==> src/rtl/snake_pkg.sv <==
// rtl/snake_pkg.sv - shared cell type, respawn FSM states and reset defaults
package snake_pkg;

  localparam int SNAKE_GRID_BITS = 4;
  localparam int SNAKE_INIT_X    = 12;
  localparam int SNAKE_INIT_Y    = 5;

  typedef struct packed {
    logic [SNAKE_GRID_BITS-1:0] x;
    logic [SNAKE_GRID_BITS-1:0] y;
  } cell_t;

  typedef enum logic [1:0] {
    ST_IDLE   = 2'd0,
    ST_DRAW   = 2'd1,
    ST_SCAN   = 2'd2,
    ST_COMMIT = 2'd3
  } spawn_state_e;

endpackage

==> src/rtl/synchronizer.sv <==
// rtl/synchronizer.sv - two-flop synchronizer for a single asynchronous level
module synchronizer (
  input  logic i_clk,
  input  logic i_resetn,
  input  logic i_d,
  output logic o_q
);

  logic r_meta;
  logic r_sync;

  always_ff @(posedge i_clk) begin
    if (!i_resetn) begin
      r_meta <= 1'b0;
      r_sync <= 1'b0;
    end else begin
      r_meta <= i_d;
      r_sync <= r_meta;
    end
  end

  assign o_q = r_sync;

endmodule

==> src/rtl/apple_spawner.sv <==
// rtl/apple_spawner.sv - apple placement, eat detection and body-avoiding respawn engine
module apple_spawner
  import snake_pkg::*;
#(
  parameter int GRID_BITS  = SNAKE_GRID_BITS,
  parameter int MAX_LEN    = 50,
  parameter int NUM_APPLES = 2,
  parameter int MAX_RETRY  = 15,
  parameter int INIT_X     = SNAKE_INIT_X,
  parameter int INIT_Y     = SNAKE_INIT_Y
) (
  input  logic                             clk,
  input  logic                             reset,
  input  logic                             s_reset,
  input  logic [GRID_BITS-1:0]             x,
  input  logic [GRID_BITS-1:0]             y,
  input  logic [GRID_BITS-1:0]             head_x,
  input  logic [GRID_BITS-1:0]             head_y,
  input  logic [GRID_BITS-1:0]             randX,
  input  logic [GRID_BITS-1:0]             randY,
  input  logic                             goodColl,
  input  logic [MAX_LEN*2*GRID_BITS-1:0]   body,
  input  logic [$clog2(MAX_LEN+1)-1:0]     body_len,
  output logic                             apple,
  output logic [NUM_APPLES-1:0]            apple_valid,
  output logic                             eaten,
  output logic                             busy
);

  localparam int CW = 2 * GRID_BITS;
  localparam int LW = $clog2(MAX_LEN + 1);
  localparam int RW = $clog2(MAX_RETRY + 1);
  localparam int AW = (NUM_APPLES > 1) ? $clog2(NUM_APPLES) : 1;

  spawn_state_e          r_state;
  spawn_state_e          w_next;
  logic [CW-1:0]         r_cell [NUM_APPLES];
  logic [NUM_APPLES-1:0] r_valid;
  logic [NUM_APPLES-1:0] r_pending;
  logic [CW-1:0]         r_cand;
  logic [LW-1:0]         r_scan_idx;
  logic [RW-1:0]         r_retry;
  logic [AW-1:0]         r_srv;
  logic                  r_sync_prev;
  logic                  r_edge;
  logic                  r_eaten;
  logic                  r_apple;

  logic                  w_resetn;
  logic                  w_sync;
  logic [CW-1:0]         w_head;
  logic [CW-1:0]         w_scan;
  logic [CW-1:0]         w_rand;
  logic [CW-1:0]         w_slot;
  logic                  w_body_hit;
  logic                  w_scan_last;
  logic                  w_conflict;
  logic                  w_commit_ok;
  logic                  w_busy;
  logic                  w_eat_hit;
  logic                  w_render;
  logic [AW-1:0]         w_pend_idx;
  logic [NUM_APPLES-1:0] w_eat_mask;
  logic [NUM_APPLES-1:0] w_commit_mask;

  assign w_resetn = reset & ~s_reset;
  assign w_head   = {head_x, head_y};
  assign w_scan   = {x, y};
  assign w_rand   = {randX, randY};

  synchronizer u_sync (
    .i_clk    (clk),
    .i_resetn (w_resetn),
    .i_d      (goodColl),
    .o_q      (w_sync)
  );

  // Lowest-index valid apple under the head wins when several share a cell.
  always_comb begin
    w_eat_mask = '0;
    if (r_edge) begin
      for (int i = NUM_APPLES - 1; i >= 0; i--) begin
        if (r_valid[i] && (r_cell[i] == w_head)) begin
          w_eat_mask    = '0;
          w_eat_mask[i] = 1'b1;
        end
      end
    end
    w_eat_hit = |w_eat_mask;
  end

  always_comb begin
    w_pend_idx = '0;
    for (int i = NUM_APPLES - 1; i >= 0; i--) begin
      if (r_pending[i]) w_pend_idx = AW'(i);
    end
  end

  always_comb begin
    w_slot = '0;
    for (int k = 0; k < MAX_LEN; k++) begin
      if (r_scan_idx == LW'(k)) w_slot = body[k*CW +: CW];
    end
    w_body_hit  = (body_len != '0) && (w_slot == r_cand);
    w_scan_last = (body_len == '0) || (r_scan_idx == body_len - LW'(1));
  end

  always_comb begin
    w_conflict = (r_cand == w_head);
    for (int j = 0; j < NUM_APPLES; j++) begin
      if ((AW'(j) != r_srv) && r_valid[j] && (r_cell[j] == r_cand)) w_conflict = 1'b1;
    end
  end

  always_comb begin
    w_render = 1'b0;
    for (int i = 0; i < NUM_APPLES; i++) begin
      if (r_valid[i] && (r_cell[i] == w_scan)) w_render = 1'b1;
    end
  end

  always_ff @(posedge clk) begin
    if (!w_resetn) r_state <= ST_IDLE;
    else           r_state <= w_next;
  end

  always_comb begin
    w_next = r_state;
    case (r_state)
      ST_IDLE:   if (|r_pending) w_next = ST_DRAW;
      ST_DRAW:   w_next = ST_SCAN;
      ST_SCAN:   begin
        if (w_body_hit)       w_next = ST_DRAW;
        else if (w_scan_last) w_next = ST_COMMIT;
      end
      ST_COMMIT: w_next = w_conflict ? ST_DRAW : ST_IDLE;
      default:   w_next = ST_IDLE;
    endcase
  end

  always_comb begin
    w_busy        = (r_state != ST_IDLE);
    w_commit_ok   = (r_state == ST_COMMIT) && !w_conflict;
    w_commit_mask = '0;
    for (int i = 0; i < NUM_APPLES; i++) begin
      if (AW'(i) == r_srv) w_commit_mask[i] = w_commit_ok;
    end
  end

  // Once retries saturate, the draw walks linearly from the last rejected cell.
  always_ff @(posedge clk) begin
    if (!w_resetn) begin
      r_cand     <= '0;
      r_scan_idx <= '0;
      r_retry    <= '0;
      r_srv      <= '0;
    end else begin
      case (r_state)
        ST_IDLE: if (|r_pending) begin
          r_retry <= '0;
          r_srv   <= w_pend_idx;
        end
        ST_DRAW: begin
          r_cand     <= (r_retry == RW'(MAX_RETRY)) ? r_cand + CW'(1) : w_rand;
          r_scan_idx <= '0;
        end
        ST_SCAN: begin
          if (w_body_hit) begin
            if (r_retry != RW'(MAX_RETRY)) r_retry <= r_retry + RW'(1);
          end else begin
            r_scan_idx <= r_scan_idx + LW'(1);
          end
        end
        default: ;
      endcase
    end
  end

  always_ff @(posedge clk) begin
    if (!w_resetn) begin
      for (int i = 0; i < NUM_APPLES; i++) begin
        r_cell[i] <= {GRID_BITS'(INIT_X), GRID_BITS'(INIT_Y + 2 * i)};
      end
      r_valid     <= '1;
      r_pending   <= '0;
      r_sync_prev <= 1'b0;
      r_edge      <= 1'b0;
      r_eaten     <= 1'b0;
      r_apple     <= 1'b0;
    end else begin
      r_sync_prev <= w_sync;
      r_edge      <= w_sync & ~r_sync_prev;
      r_eaten     <= w_eat_hit;
      r_valid     <= (r_valid | w_commit_mask) & ~w_eat_mask;
      r_pending   <= (r_pending | w_eat_mask) & ~w_commit_mask;
      for (int i = 0; i < NUM_APPLES; i++) begin
        if (w_commit_mask[i]) r_cell[i] <= r_cand;
      end
      r_apple     <= w_render;
    end
  end

  assign apple       = r_apple;
  assign apple_valid = r_valid;
  assign eaten       = r_eaten;
  assign busy        = w_busy;

endmodule

==> config.mk <==
export PLATFORM = sky130hd
export DESIGN_NAME = apple_spawner
export DESIGN_NICKNAME = d
export VERILOG_FILES = /design/src/rtl/snake_pkg.sv /design/src/rtl/synchronizer.sv /design/src/rtl/apple_spawner.sv
export SDC_FILE = /design/constraint.sdc
export NUM_CORES = 1
export LEC_CHECK = 0
export ABC_AREA = 1
export BUFFER_PORTS_ARGS = -buffer_cell sky130_fd_sc_hd__buf_2
export CAP_MARGIN = 20
export CORE_AREA = 2 2 172 174
export CTS_CLUSTER_DIAMETER = 40
export DETAILED_ROUTE_END_ITERATION = 6
export DIE_AREA = 0 0 174 176
export SYNTH_ARGS = -nofsm -noshare
export SYNTH_HDL_FRONTEND = slang
export SYNTH_SLANG_ARGS = --single-unit
==> constraint.sdc <==
create_clock -name clk -period 13.19 [get_ports clk]
set_clock_uncertainty 0.15 [all_clocks]
set_input_delay 3.2975 -clock clk [delete_from_list [all_inputs] [get_ports clk]]
set_output_delay 3.2975 -clock clk [all_outputs]
set_load 0.05 [all_outputs]
==> impl_metrics.py, run 1 <==
metrics = {
    "yosys": {
        "synth.area.top_cells": "nand2_1, nand3_1, inv_1",
        "synth-main-ff-cell": "dfxtp_1",
        "syn_area_mm2": 0.007895,
        "yosysMostFrequentCell": "nand2_1",
        "ys_types": 43,
        "synth_fp_nets": 1953,
        "postSynthAreaPerCell_um2": 5.225,
        "synth_top_area_cell": "nand2_1",
        "synth-compound-area-share": 0.1158,
        "synth_edf_count": 16,
        "ys_seq_area_frac": 0.1395,
        "synthXorXnorAreaFrac": 0.04326,
        "synthAdderAreaFrac": 0.01268,
        "synthCells": 1511,
        "synth_top_family_by_area": "simple AND/OR/NAND/NOR gates",
        "yosysTopAreaCellShare": 0.2686,
        "ys_seq_elements": 47,
        "synthMuxAreaShare": 0,
        "synthTopCellsByCount": "nand2_1, inv_1, nand3_1",
        "synthSimpleGateAreaFrac": 0.5743,
        "ys_warn_count": 0,
        "async_flop_share": 0,
    },
    "power": {
        "peakVddDrop_mv": 0.04540,
        "powerDensity_mw_per_mm2": 39.09,
        "pwr-share-clk": 0.322,
        "switching_share": 0.2966,
        "p_leak_uw": 0.005508,
        "comb_power_share": 0.310,
        "seq_power_share": 0.367,
        "switchingPower_uw": 122.6,
        "p_int_uw": 290.8,
    },
    "cts": {
        "postCtsSetupBuffers": 0,
        "cts_sinks": 47,
        "ctsHtreeMaxLevel": 2,
        "post_cts_resized": 0,
        "clkSlewWorstSetupHoldPaths_ns": 0.07,
        "root_buffer": "clkbuf_16",
        "tritoncts": "yes",
        "clockBufferDepth": 2,
        "clock_latency_ns": 0.30,
        "cts_hold_buf": 0,
        "cts_made_buffers": 5,
    },
    "sta": {
        "worstMarginPinSlew_ns": 0.8995,
        "hold_viol": 0,
        "finalSetupViolCount": 0,
        "slew_viol_final": 0,
        "slew_headroom": 0.3981,
        "fin_ws_ns": 5.228,
        "finalSetupTns_ns": 0,
        "rsz0062_at_grt": "no",
        "fmax_mhz": 125.6,
        "post-route-period-util": 0.6037,
        "fin_crit_ns": 7.962,
    },
    "finish": {
        "final_cell_area_mm2": 0.01058,
        "multiInputGateArea_mm2": 0.005891,
        "layout-drive-gt1-share": 0.2957,
        "final_cells": 2319,
        "fillers": 3340,
        "regArea_mm2": 0.001101,
        "fin_nets": 2365,
        "area_growth_syn_to_layout_pct": 33.96,
    },
    "die": {
        "rows": 62,
        "die_w_um": 174,
        "dieHeight_um": 176,
        "io_pins": 439,
        "start_util": 0.2766,
        "fp.dieArea_mm2": 0.03062,
        "core_mm2": 0.02855,
    },
    "critical_path": {
        "cp.arrival_ns": 7.97,
        "end_kind": "register",
        "worstPathRequired_ns": 13.20,
        "crit_top_cell": "nand3_1",
        "critPathLaunchType": "input pin",
        "ff2ff_path_depth": 52,
        "critPathMaxFanout": 15,
        "path_class": "in -> reg",
        "cp_slowest_stage_delay_ns": 0.33,
        "cp_slowest_cell": "o21bai_4",
    },
    "grt": {
        "grt_use_total": 0.2449,
        "overflow": 0,
        "grt_max_degree": 20,
        "antenna_found_initial": 10,
        "grt_pass1_vias": 10790,
        "grt_pass1_wl_um": 59120,
    },
    "routing": {
        "drt_pass1_iterations": 5,
        "drt-total-wl_um": 39400,
        "antenna_left": 0,
        "avgRoutedWirePerCell_um": 16.99,
        "drtIter0Drc": 754,
        "vias_per_cell": 4.836,
        "drc": 0,
        "vias": 11210,
    },
    "placed_design": {
        "dpl-instance-area_mm2": 0.01040,
        "dp.cells": 2300,
        "gp_congestion": 1.023,
        "dp_hpwl_um": 33860,
        "post-place-ws_ns": 4.904,
        "io_buffers": 438,
    },
    "status": {
        "status": "complete, no violations",
    },
    "hold_path": {
        "worstHoldPathCells": 1,
        "hold_path.class": "reg -> reg",
    },
    "flow_run": {
        "maxCapViolCount": 0,
    },
}
## power by group through the flow
stage | clock, uW | combinational, uW | sequential (uW)
global route | 142 | 141 | 152
CTS | 137 | 128 | 152
finish | 133 | 128 | 152
floorplan | 0 | 39.5 | 154
global placement | 0 | 129 | 155
detailed placement | 0 | 127 | 155
## per-layer routing
| layer | share of wire | track usage |
|---|---|---|
| met3 | 0.057 | 0.03208 |
| met4 | 0.038 | 0.1019 |
| met5 | 0 | 0 |
| met2 | 0.49 | 0.4356 |
| met1 | 0.41 | 0.2974 |
## worst max-delay path: cells and delay by family
family | cells | cell delay [ns]
compound gates | 3 | 0.49
simple gates | 52 | 4.05
buf+inv | 1 | 0.11
## cells by family (layout without fill, tap and decap cells)
family,after synthesis,count (layout)
adder cells (fa/ha/maj),8,8
AO/OA/AOI/OAI,159,159
XOR/XNOR,39,39
other,0,11
AND/OR/NAND/NOR,1032,1032
buffers and inverters,226,639
flip-flops,47,47
## path summary, 6_finish.rpt
kind                                     from          to  slack (ns)
worst max-delay path                  body[6]  r_retry[3]        5.23
worst min-delay path              r_sync_prev      r_edge        0.24
worst max register to register  r_scan_idx[3]  r_retry[3]        7.07
worst min register to register    r_sync_prev      r_edge        0.24
## layout make-up
type | count | area share
multi-input cells | 1238 | 0.5570
well taps | 384 | 0.04543
flip-flops and latches | 47 | 0.1041
clock buffers | 6 | 0.01313
clock inverters | 2 | 0.001420
diodes | 11 | 0.002603
inverters | 192 | 0.06838
repair buffers | 439 | 0.2080
## metrics by stage
step / hold slack [ns] / total power (uW) / utilization
after CTS: 0.2414 / 416.3 / 0.3695
final: 0.2366 / 413.4 / 0.3705
after global placement: 0.2281 / 283.6 / 0.3641
after floorplan: 0.2232 / 194.0 / -
after global routing: 0.2506 / 434.4 / 0.3704
after detailed placement: 0.2328 / 282.0 / 0.3641
## sequential cells by signal, indices dropped and copies added, names as in the netlist
register,count
eaten,1
r_cand,8
r_cell,16
apple,1
u_sync.o_q,1
r_scan_idx,6
r_retry,4
apple_valid,2
r_sync_prev,1
r_state,2
u_sync.r_meta,1
r_srv,1
r_edge,1
r_pending,2
## cell usage in the layout (no fill, tap or decap), types with 6 or more instances in the layout
master     Yosys  final
buf_2         12    438
o21ai_0       42     42
xor2_1        26     26
a21oi_1       69     69
nor2_1       155    155
ha_1           8      8
inv_1        174    174
o22ai_1       21     21
nand4_1       23     23
nor2_4        11     11
dfxtp_1       31     31
or2_2         86     86
a2111oi_0      6      6
nor3_1         9      9
nand3_1      165    165
clkinv_1       6      6
nand2_1      565    565
xnor2_1       13     13
diode_2        0     11
inv_2         11     11
edfxtp_1      16     16
Power figures use the tool's default switching activity.
==> run 2: changes to the inputs <==
--- a/config.mk
+++ b/config.mk
@@ -8,10 +8,10 @@
 export ABC_AREA = 1
 export BUFFER_PORTS_ARGS = -buffer_cell sky130_fd_sc_hd__buf_2
 export CAP_MARGIN = 20
-export CORE_AREA = 2 2 172 174
+export CORE_AREA = 2 2 173 175
 export CTS_CLUSTER_DIAMETER = 40
 export DETAILED_ROUTE_END_ITERATION = 6
-export DIE_AREA = 0 0 174 176
+export DIE_AREA = 0 0 175 177
 export SYNTH_ARGS = -nofsm -noshare
 export SYNTH_HDL_FRONTEND = slang
 export SYNTH_SLANG_ARGS = --single-unit
==> constraint.sdc (replaced) <==
create_clock -name clk -period 8.2 [get_ports clk]
set_clock_uncertainty 0.15 [all_clocks]
set_input_delay 2.05 -clock clk [delete_from_list [all_inputs] [get_ports clk]]
set_output_delay 2.05 -clock clk [all_outputs]
set_load 0.05 [all_outputs]
==> run 2 against run 1 <==
  * Flip-flop and latch count is the same
  * Cell count up 0.17%
  * Routed wire length down 2.6%
  * Clock-buffer cell count stayed put
  * Critical path depth grew 2
  * First-iteration DRC count increased by 30%
  * Non-clock buffer count rose by 1
  * Register-to-register slack got worse by 5.0 ns
  * Hold slack better by 0.0059 ns
  * Die area increased by 1.1%
  * Sequential share of layout area about the same
  * Largest cell class unchanged
==> impl_metrics.py, run 2 (synthesis gave the netlist of run 1 again) <==
metrics = {
    "flow_run": {
        "maxCapViolCount": 0,
    },
    "finish": {
        "fillers": 3356,
        "regMostFlops": "r_cell",
        "postLayoutCoreUtil": 0.3616,
        "fin_nets": 2366,
        "reg.largest.list": "r_cell x16, r_cand x8, r_scan_idx x6",
        "area_growth_syn_to_layout_pct": 33.93,
        "final_common_cell": "nand2_1",
        "final_cell_mix": "nand2_1, buf_2, inv_1, nand3_1, nor2_1",
        "layout-drive-gt1-share": 0.2956,
        "largest_reg_flops": 16,
        "final_cell_area_mm2": 0.01057,
    },
    "critical_path": {
        "cp_slowest_cell": "o21bai_4",
        "r2r_end": "r_retry[1]",
        "reg2reg_from": "r_scan_idx[2]",
        "worstPathRequired_ns": 8.28,
        "critPathLaunchType": "input pin",
        "cp.arrival_ns": 6.82,
        "crit_top_cell": "nand3_1",
        "end_kind": "register",
        "crit_start": "body[7]",
        "critPathMaxFanout": 15,
        "rrSetupSlack_ns": 2.04,
        "ff2ff_path_depth": 56,
        "critPathCapture": "r_retry[1]",
        "path_class": "in -> reg",
        "cp_slowest_stage_delay_ns": 0.33,
    },
    "placed_design": {
        "dp_hpwl_um": 32600,
        "post-place-ws_ns": 1.158,
        "gp_congestion": 1.019,
        "dpl-instance-area_mm2": 0.01041,
        "io_buffers": 438,
    },
    "die": {
        "rows": 63,
        "core_mm2": 0.02924,
        "dieHeight_um": 177,
        "io_pins": 439,
        "fp.dieArea_mm2": 0.03098,
        "die_w_um": 175,
        "start_util": 0.2700,
    },
    "routing": {
        "drc": 0,
        "vias_per_cell": 4.856,
        "vias": 11280,
        "drt_pass1_iterations": 7,
        "drt-total-wl_um": 38370,
        "drtIter0Drc": 983,
        "antenna_left": 0,
        "avgRoutedWirePerCell_um": 16.52,
    },
    "grt": {
        "grt_busiest_layer": "met2",
        "grt_use_total": 0.2323,
        "grt_pass1_vias": 10640,
        "globalRouteMet2Util": 0.4203,
        "grt_pass1_wl_um": 57060,
        "met3_usage": 0.02921,
        "antenna_found_initial": 8,
        "gr-usage-met1": 0.2877,
        "overflow": 0,
        "grt_max_degree": 20,
    },
    "status": {
        "status": "complete, no violations",
    },
    "sta": {
        "slew_headroom": 0.3384,
        "finalSetupTns_ns": 0,
        "rsz0062_at_grt": "no",
        "hold_viol": 0,
        "slew_viol_final": 0,
        "worstMarginPinSlew_ns": 0.9887,
        "fin_crit_ns": 6.749,
        "finalSetupViolCount": 0,
        "fmax_mhz": 148.2,
        "fin_ws_ns": 1.451,
        "post-route-period-util": 0.8230,
    },
    "cts": {
        "clockBufferDepth": 2,
        "cts_sinks": 47,
        "ctsHtreeMaxLevel": 2,
        "cts_hold_buf": 0,
        "clock_latency_ns": 0.29,
        "root_buffer": "clkbuf_16",
        "cts_made_buffers": 5,
        "tritoncts": "yes",
        "postCtsSetupBuffers": 0,
        "post_cts_resized": 0,
        "clkSlewWorstSetupHoldPaths_ns": 0.07,
    },
    "power": {
        "peakVddDrop_mv": 0.1049,
        "p_leak_uw": 0.005508,
        "powerDensity_mw_per_mm2": 61.86,
        "power_uw": 654.1,
    },
    "hold_path": {
        "hold_start": "r_sync_prev",
        "hold_path.class": "reg -> reg",
    },
}
[run 2: changes by cell type in the layout (fill, tap and decap cells not counted), sizes merged]
| cell | before | now |
|---|---|---|
| diode | 11 | 8 |
| buf | 439 | 440 |
| clkinv | 7 | 6 |
| inv | 187 | 188 |
[run 2: worst max-delay path, delay by kind of cell]
kind / cells / cell delay (ns)
simple gates: 54 / 4.23
compound gates: 2 / 0.37
buf+inv: 2 / 0.16
[run 2: metal layers]
metal  up-vias  share of wire
met1      5080           0.40
met2       521           0.50
met3        58          0.072
met5         -              0
met4         0          0.025
li1       5622              -
[run 2: metrics by stage]
step,hold WS (ns),std cells
after global placement,0.2299,2307
final,0.2425,2323
after global routing,0.2532,2322
after floorplan,0.2232,1511
after CTS,0.2454,2315
after detailed placement,0.2350,2307
[run 2: layout make-up]
type	count	area, um2	share of cell area
Clock inverter	2	15.01	0.001420
Antenna cell	8	20.02	0.001893
Inverter	192	723.2	0.06839
Clock buffer	6	128.9	0.01219
Multi-Input combinational cell	1238	5891	0.5571
Sequential cell	47	1101	0.1041
Tap cell	390	488.0	0.04615
Timing Repair Buffer	440	2207	0.2087
[run 2: worst min path at each step]
stage | cells past startpoint | endpoint | slack [ns]
floorplan | 1 | r_edge | 0.22
global route | 1 | r_edge | 0.25
finish | 1 | r_edge | 0.24
detailed placement | 1 | r_edge | 0.24
CTS | 1 | r_edge | 0.25
global placement | 1 | r_edge | 0.23
[run 2: report_power, final]
part / internal (uW) / leakage [uW] / total [uW] / switching [uW]
sequential: 242 / 0.000394 / 244 / 2.35
clock: 114 / 0.0000718 / 204 / 89.3
combinational: 104 / 0.00504 / 206 / 102
total: 460 / 0.00551 / 654 / 194
